**config.mk**
```make
export PLATFORM = sky130hd
export DESIGN_NAME = pipe_result_accum
export DESIGN_NICKNAME = d
export VERILOG_FILES = /design/src/rtl/pipe_result_accum.sv
export SDC_FILE = /design/constraint.sdc
export NUM_CORES = 1
export LEC_CHECK = 0
export BUFFER_PORTS_ARGS = -buffer_cell sky130_fd_sc_hd__buf_2
export CAP_MARGIN = 20
export CORE_MARGIN = 4
export CORE_UTILIZATION = 30
export CTS_BUF_LIST = sky130_fd_sc_hd__clkbuf_4 sky130_fd_sc_hd__clkbuf_8 sky130_fd_sc_hd__clkbuf_16
export DETAILED_ROUTE_END_ITERATION = 8
export PLACE_DENSITY_LB_ADDON = 0.3
export SYNTH_ARGS = -nofsm -noshare
export SYNTH_HDL_FRONTEND = slang
export SYNTH_SLANG_ARGS = --single-unit
```
**constraint.sdc**
```tcl
create_clock -name clk -period 3.6 [get_ports clk]
set_clock_uncertainty 0.1 [all_clocks]
set_input_delay 0.72 -clock clk [delete_from_list [all_inputs] [get_ports clk]]
set_output_delay 0.72 -clock clk [all_outputs]
set_load 0.02 [all_outputs]
```
**src/rtl/pipe_result_accum.sv**
```systemverilog
`default_nettype none
// ============================================================================
//  Module   : pipe_result_accum
//  Purpose  : Frame accumulator for the multi_pipeline result stream. It sums
//             every N accepted samples into one saturating frame total and
//             holds that total in a single-entry output register until the
//             consumer takes it.
//  Revision : 1.0 - initial release
// ----------------------------------------------------------------------------
//  Parameters
//    DW        input sample width (matches multi_pipeline.out)
//    N         samples per frame, 2..256
//    SW        output sum width, SW >= DW; the sum saturates at 2^SW-1
//  Ports
//    clk       single clock, all state on the rising edge
//    rst_n     asynchronous assert, active-low reset
//    in_valid  in_data carries a sample this cycle
//    in_data   unsigned sample
//    in_ready  block accepts the presented sample this cycle
//    clr       synchronous discard of the partial frame (output untouched)
//    out_valid out_data/out_sat hold a completed frame
//    out_ready consumer takes the result this cycle
//    out_data  saturated frame sum
//    out_sat   saturation occurred somewhere in this frame
// ============================================================================
module pipe_result_accum #(
    parameter int DW = 12,
    parameter int N  = 4,
    parameter int SW = 16
) (
    input  logic          clk,
    input  logic          rst_n,
    input  logic          in_valid,
    input  logic [DW-1:0] in_data,
    output logic          in_ready,
    input  logic          clr,
    output logic          out_valid,
    input  logic          out_ready,
    output logic [SW-1:0] out_data,
    output logic          out_sat
);

    // Counter wide enough for 0..N-1.
    localparam int            C_CW      = (N > 1) ? $clog2(N) : 1;
    localparam logic [C_CW-1:0] C_LAST  = C_CW'(N - 1);
    localparam logic [SW-1:0] C_SUM_MAX = {SW{1'b1}};

    typedef enum logic [0:0] {
        ST_EMPTY = 1'b0,
        ST_FULL  = 1'b1
    } state_t;

    // ------------------------------------------------------------------------
    // State
    // ------------------------------------------------------------------------
    state_t            state_q,    state_d;
    logic [SW-1:0]     acc_q,      acc_d;
    logic [C_CW-1:0]   cnt_q,      cnt_d;
    logic              sat_acc_q,  sat_acc_d;
    logic [SW-1:0]     out_data_q, out_data_d;
    logic              out_sat_q,  out_sat_d;

    // ------------------------------------------------------------------------
    // Datapath helpers
    // ------------------------------------------------------------------------
    logic              w_last;
    logic              w_accept;
    logic              w_complete;
    logic              w_transfer;
    logic [SW:0]       w_sum;
    logic              w_ovf;
    logic [SW-1:0]     w_sum_sat;

    assign out_valid = (state_q == ST_FULL);
    assign out_data  = out_data_q;
    assign out_sat   = out_sat_q;

    assign w_last    = (cnt_q == C_LAST);

    // Only the closing sample of a frame can be blocked, and only while the
    // previous result is still unconsumed. Partial-frame samples never wait.
    assign in_ready  = !(out_valid && !out_ready && w_last);

    // A sample presented alongside clr is dropped rather than accumulated.
    assign w_accept   = in_valid && in_ready && !clr;
    assign w_complete = w_accept && w_last;
    assign w_transfer = out_valid && out_ready;

    // One extra bit catches the carry out of the SW-bit sum. Once acc sits at
    // the ceiling any non-zero sample overflows again, so a saturated frame
    // stays pinned at the maximum.
    assign w_sum     = {1'b0, acc_q} + {{(SW + 1 - DW){1'b0}}, in_data};
    assign w_ovf     = w_sum[SW];
    assign w_sum_sat = w_ovf ? C_SUM_MAX : w_sum[SW-1:0];

    // ------------------------------------------------------------------------
    // Next-state logic
    // ------------------------------------------------------------------------
    always_comb begin
        acc_d      = acc_q;
        cnt_d      = cnt_q;
        sat_acc_d  = sat_acc_q;
        out_data_d = out_data_q;
        out_sat_d  = out_sat_q;
        state_d    = state_q;

        // Accumulator side
        if (clr) begin
            acc_d     = '0;
            cnt_d     = '0;
            sat_acc_d = 1'b0;
        end else if (w_accept) begin
            if (w_last) begin
                out_data_d = w_sum_sat;
                out_sat_d  = sat_acc_q | w_ovf;
                acc_d      = '0;
                cnt_d      = '0;
                sat_acc_d  = 1'b0;
            end else begin
                acc_d     = w_sum_sat;
                sat_acc_d = sat_acc_q | w_ovf;
                cnt_d     = cnt_q + C_CW'(1);
            end
        end

        // Output holding register. A completion that coincides with a
        // transfer replaces the old result, which counts as taken.
        case (state_q)
            ST_EMPTY: begin
                if (w_complete) begin
                    state_d = ST_FULL;
                end
            end
            ST_FULL: begin
                if (w_complete) begin
                    state_d = ST_FULL;
                end else if (w_transfer) begin
                    state_d = ST_EMPTY;
                end
            end
            default: begin
                state_d = ST_EMPTY;
            end
        endcase
    end

    // ------------------------------------------------------------------------
    // Registers
    // ------------------------------------------------------------------------
    always_ff @(posedge clk or negedge rst_n) begin
        if (!rst_n) begin
            state_q    <= ST_EMPTY;
            acc_q      <= '0;
            cnt_q      <= '0;
            sat_acc_q  <= 1'b0;
            out_data_q <= '0;
            out_sat_q  <= 1'b0;
        end else begin
            state_q    <= state_d;
            acc_q      <= acc_d;
            cnt_q      <= cnt_d;
            sat_acc_q  <= sat_acc_d;
            out_data_q <= out_data_d;
            out_sat_q  <= out_sat_d;
        end
    end

endmodule
`default_nettype wire

```
## Word level (Yosys, flattened, before mapping)

Index checks and enable logic that the tools add are counted.

| word-level totals | value |
|---|---|
| register bits after elaboration | 37 |

| cells by class | value |
|---|---|
| reduce and logical (&&, ||, !) cells | 11 |
| equality and inequality tests | 1 |
| bitwise logic cells | 3 |
| multiplexer cells | 14 |
| add/subtract/negate cells | 2 |

Operators with widths:

| cell | number |
|---|---|
| $mux W16 | 4 |
| $add A16 B12 Y17 | 1 |
| $logic_and A1 B1 Y1 | 6 |
| $mux W1 | 6 |
| $mux W2 | 3 |
| $logic_not A1 Y1 | 3 |
| $reduce_and A3 Y1 | 1 |
| $add A2 B1 Y2 const B | 1 |
| $eq A2 B2 Y1 const B | 1 |
| $not A1 Y1 | 2 |
| $pmux W1 S2 | 1 |
| $reduce_bool A2 Y1 | 1 |
| $or A1 B1 Y1 | 1 |

## Depth between registers and ports, before layout

| depth | value |
|---|---|
| depth in word-level cells | 9 |
| depth in mapped cells | 9 |
| depth with buffers taken out | 8 |

## Worst setup path after synthesis

Ideal clock, no wire load.

| timing | value |
|---|---|
| path type | input port to flip-flop |
| start point | in in_data[0] |
| end point | reg acc_q[10] |
| stages | 8 |
| required time | 3431 ps |
| path slack | 614 ps |
| buffers on the path | 0 |
| arrival time | 2817 ps |
| cell sequence | ha_1 > fa_1 > a21o_1 > a221oi_1 > o21ai_0 > a21boi_0 > mux2_2 > nand3_1 |

| on the way | value |
|---|---|
| cells in the longest elaborated chain, start to end | 5 |

RTL lines:

| element | RTL line | source |
|---|---|---|
| start: declaration | 34 | `input logic [DW-1:0] in_data,` |
| $add A16 B12 Y17 | 92 | `assign w_sum = {1'b0, acc_q} + {{(SW + 1 - DW){1'b0}}, in_data};` |
| $mux W16 | 94 | `assign w_sum_sat = w_ovf ? C_SUM_MAX : w_sum[SW-1:0];` |
| $mux W16 | 113 | `if (w_last) begin` |
| $mux W16 | 112 | `end else if (w_accept) begin` |
| $mux W16 | 108 | `if (clr) begin` |
| end signal: assignment | 153 | `acc_q <= '0;` |
| end signal: assignment | 160 | `acc_q <= acc_d;` |
| end: declaration | 57 | `logic [SW-1:0] acc_q, acc_d;` |

No other way between the ends. The select of a mux whose other input is x is not followed.
A chain may end at the register's enable or synchronous reset.

## Worst setup path in the final report

Same ends and word-level chain as after synthesis.

==> impl_metrics.json <==
{
  "finalSetupTns_ns": 0,
  "fin_crit_ns": 3.11,
  "clkPwrFrac_pct": 29.2,
  "syn-instance-count": 235,
  "postCtsSetupRepairBufs": 0,
  "fp.dieW_um": 92.2,
  "mostFrequentLayoutCell": "nand2_1",
  "initial_core_util_pct": 31.1,
  "combPwrFrac_pct": 31.3,
  "route.vias.total": 1781,
  "internal_power_mw": 0.857,
  "diodes": 0,
  "postSynthAreaPerCell_sq_um": 9.05,
  "grt_pass1_wl_mm": 8.64,
  "finalWorstSetupSlack_ns": 0.491,
  "area.sequential_sq_um": 926,
  "clock_latency_ns": 0.29,
  "layout_common_cells": "41 x nand2_1, 37 x dfrtp_1, 35 x buf_2, 20 x nor2_1, 19 x a21oi_1",
  "critPathKind": "input pin to flop",
  "power_density_nw_per_um2": 517,
  "min_path_cells": 2,
  "cp_max_fo": 3,
  "setup_viol": 0,
  "synth.distinct_cells": 42,
  "cts_resized": 0,
  "drc": 0,
  "cts_made_buffers": 5,
  "h-tree-depth": 2,
  "rows": 30,
  "cts_hold_buf": 0,
  "core-area_sq_um": 6830,
  "antenna_found_initial": 0,
  "cap_violations": 0,
  "worst_setup_path_start_kind": "input pin",
  "worst_slew_margin_rel_pct": 43.7,
  "final_antenna_net_count": 0,
  "nFillCells": 742,
  "mappedNetlistArea_sq_um": 2130,
  "max_freq_mhz": 322,
  "io_buffers": 35,
  "worstPathRequired_ns": 3.73,
  "cts_tree": "yes",
  "synth-seq-cells": 37,
  "cp.arrival_ns": 3.24,
  "whs_endpoint": "out_data[8]",
  "grt_max_degree": 38,
  "clkSinkCount": 37,
  "hold_class": "flop to flop",
  "viasPerCell": 4.85,
  "fp.dieH_um": 92.2,
  "first_global_vias": 1808,
  "hold_viol": 0,
  "dr.pass1.iters": 4,
  "fin_crit_sh_pct": 86.4,
  "seq_power_share_pct": 39.5,
  "grt_overflow": 0,
  "design.die.area_sq_um": 8500,
  "place_ws_ns": 0.202,
  "drive_gt1_share_pct": 18.5,
  "ys_warn_count": 0,
  "crit_chain": "buf_2, ha_1, fa_1, a21o_1, a221oi_1, o21ai_0, a21boi_0, mux2_2, nand3_1",
  "critPathBufInv": 1,
  "hold_slack_ns": 0.384,
  "finalWeightedCongestion": 0.836,
  "leakage_nw": 1.20,
  "p_sw_mw": 0.443,
  "outcome": "finished, final reports clean",
  "reg2reg_from": "acc_q[0]",
  "maxSlewViolCount": 0,
  "switching_share_pct": 34.1,
  "cts.clk_slew.worst_paths_ns": 0.08,
  "endpoint_kind": "flop",
  "clk_path_buf_depth": 2,
  "drt_iter0_markers": 103,
  "cpMaxStageDelayCell": "a221oi_1",
  "syn_to_final_growth_pct": 18.3,
  "tightest_slew_ns": 0.844,
  "multi_input_area_sq_um": 1150,
  "cts_root_buffer": "clkbuf_8",
  "critPathMaxStageDelay_ns": 0.50,
  "holdCritStartpoint": "out_data[8]",
  "boundaryPins": 36,
  "ir_worst_vdd_uv": 231,
  "hpwl_mm": 3.75,
  "post_drt_wl_per_cell_um": 13.6,
  "totalWireLength_mm": 4.98,
  "rr_worst_depth": 8,
  "nets": 301,
  "grt_setup_unrepaired": "false",
  "critPathTopFamily": "compound AO/OA/AOI/OAI gates",
  "ys_seq_area_share_pct": 43.5,
  "grtUsageTotal_pct": 12.6,
  "synth_nets": 266,
  "r2r-end": "acc_q[10]",
  "r2r_slack_ns": 0.63
}
metrics by stage:
| stage | cells | util, % | power (mW) | instance area (sq um) |
|---|---|---|---|---|
| 3_3_place_gp | 359 | 35.1 | 0.932 | 2400 |
| 2_1_floorplan | 235 | - | 0.804 | 2130 |
| 5_1_grt | 367 | 36.8 | 1.40 | 2520 |
| 6_report | 367 | 36.8 | 1.30 | 2520 |
| 4_1_cts | 367 | 36.8 | 1.32 | 2520 |
| 3_5_place_dp | 359 | 35.1 | 0.935 | 2400 |
cells in the mapped netlist (all sizes together):
cell type / n / area [sq um]
a211oi: 4 / 42.5
a21boi: 1 / 7.51
a21o: 3 / 22.5
a21oi: 19 / 95.1
a221oi: 1 / 8.76
a22o: 1 / 8.76
a31oi: 4 / 25.0
and2: 2 / 12.5
and3: 1 / 6.26
buf: 2 / 15.0
clkbuf: 7 / 26.3
dfrtp: 37 / 926
fa: 1 / 20.0
ha: 13 / 163
inv: 3 / 11.3
mux2: 2 / 22.5
mux2i: 1 / 10.0
nand2: 41 / 154
nand2b: 3 / 18.8
nand3: 3 / 15.0
nand3b: 2 / 15.0
nand4: 1 / 6.26
nor2: 20 / 75.1
nor2b: 3 / 18.8
nor3: 1 / 5.00
nor4: 1 / 6.26
o2111ai: 1 / 8.76
o211a: 2 / 20.0
o211ai: 3 / 22.5
o21a: 2 / 15.0
o21ai: 31 / 155
o22a: 1 / 8.76
o22ai: 1 / 12.5
o2bb2ai: 1 / 8.76
o31ai: 1 / 7.51
or3: 1 / 6.26
or4: 1 / 11.3
xnor2: 7 / 61.3
xor2: 6 / 52.6
state kept, by name (all words and copies together) (netlist names):
register   count
out_sat        1
acc_q         16
sat_acc_q      1
out_data      16
out_valid      1
cnt_q          2
metal layers:
| metal | global-route usage, % | wire, um |
|---|---|---|
| met1 | 16.5 | 2400 |
| met2 | 21.0 | 2310 |
| met5 | 0 | 0 |
| met4 | 3.47 | 38 |
| met3 | 2.79 | 230 |
logic make-up (layout without fill, tap and decap cells):
kind of cell    count (synthesis)  after routing  share of synthesized area (%)
simple gates                   80             80                           16.5
mux                             3              3                           1.53
xor+xnor                       13             13                           5.35
buf+inv                        12             48                           2.47
compound gates                 76             76                           22.1
flops                          37             37                           43.5
fa+ha+maj                      14             14                           8.59
cell type report:
| class | count | share of cell area, % |
|---|---|---|
| repair buffers | 37 | 7.56 |
| inverters | 3 | 0.448 |
| flip-flops and latches | 37 | 36.8 |
| clock inverters | 2 | 1.49 |
| well taps | 96 | 4.77 |
| multi-input cells | 186 | 45.6 |
| clock buffers | 6 | 3.28 |
worst max-delay path by stage:
stage	endpoint	startpoint	depth (start not counted)	slack, ns
6_report	acc_q[10]	in_data[0]	9	0.49
5_1_grt	acc_q[10]	in_data[0]	9	0.26
4_1_cts	acc_q[10]	in_data[0]	9	0.50
3_5_place_dp	acc_q[10]	in_data[0]	9	0.20
3_3_place_gp	acc_q[10]	in_data[0]	9	0.27
2_1_floorplan	acc_q[10]	in_data[0]	8	0.61
power groups by stage:
| stage | logic (mW) | clock network, mW | registers (mW) |
|---|---|---|---|
| 2_1_floorplan | 0.233 | 0 | 0.571 |
| 3_5_place_dp | 0.412 | 0 | 0.523 |
| 5_1_grt | 0.462 | 0.415 | 0.525 |
| 3_3_place_gp | 0.410 | 0 | 0.522 |
| 4_1_cts | 0.414 | 0.395 | 0.515 |
| 6_report | 0.407 | 0.380 | 0.513 |
tightest hold or removal path, delay by kind of cell, from the launching register on:
| family | cells | cell delay (ns) |
|---|---|---|
| DFF | 1 | 0.35 |
| AOI/OAI and AO/OA | 1 | 0.06 |
| and+or+nand+nor | 1 | 0.05 |
Power figures use the tool's default switching activity.
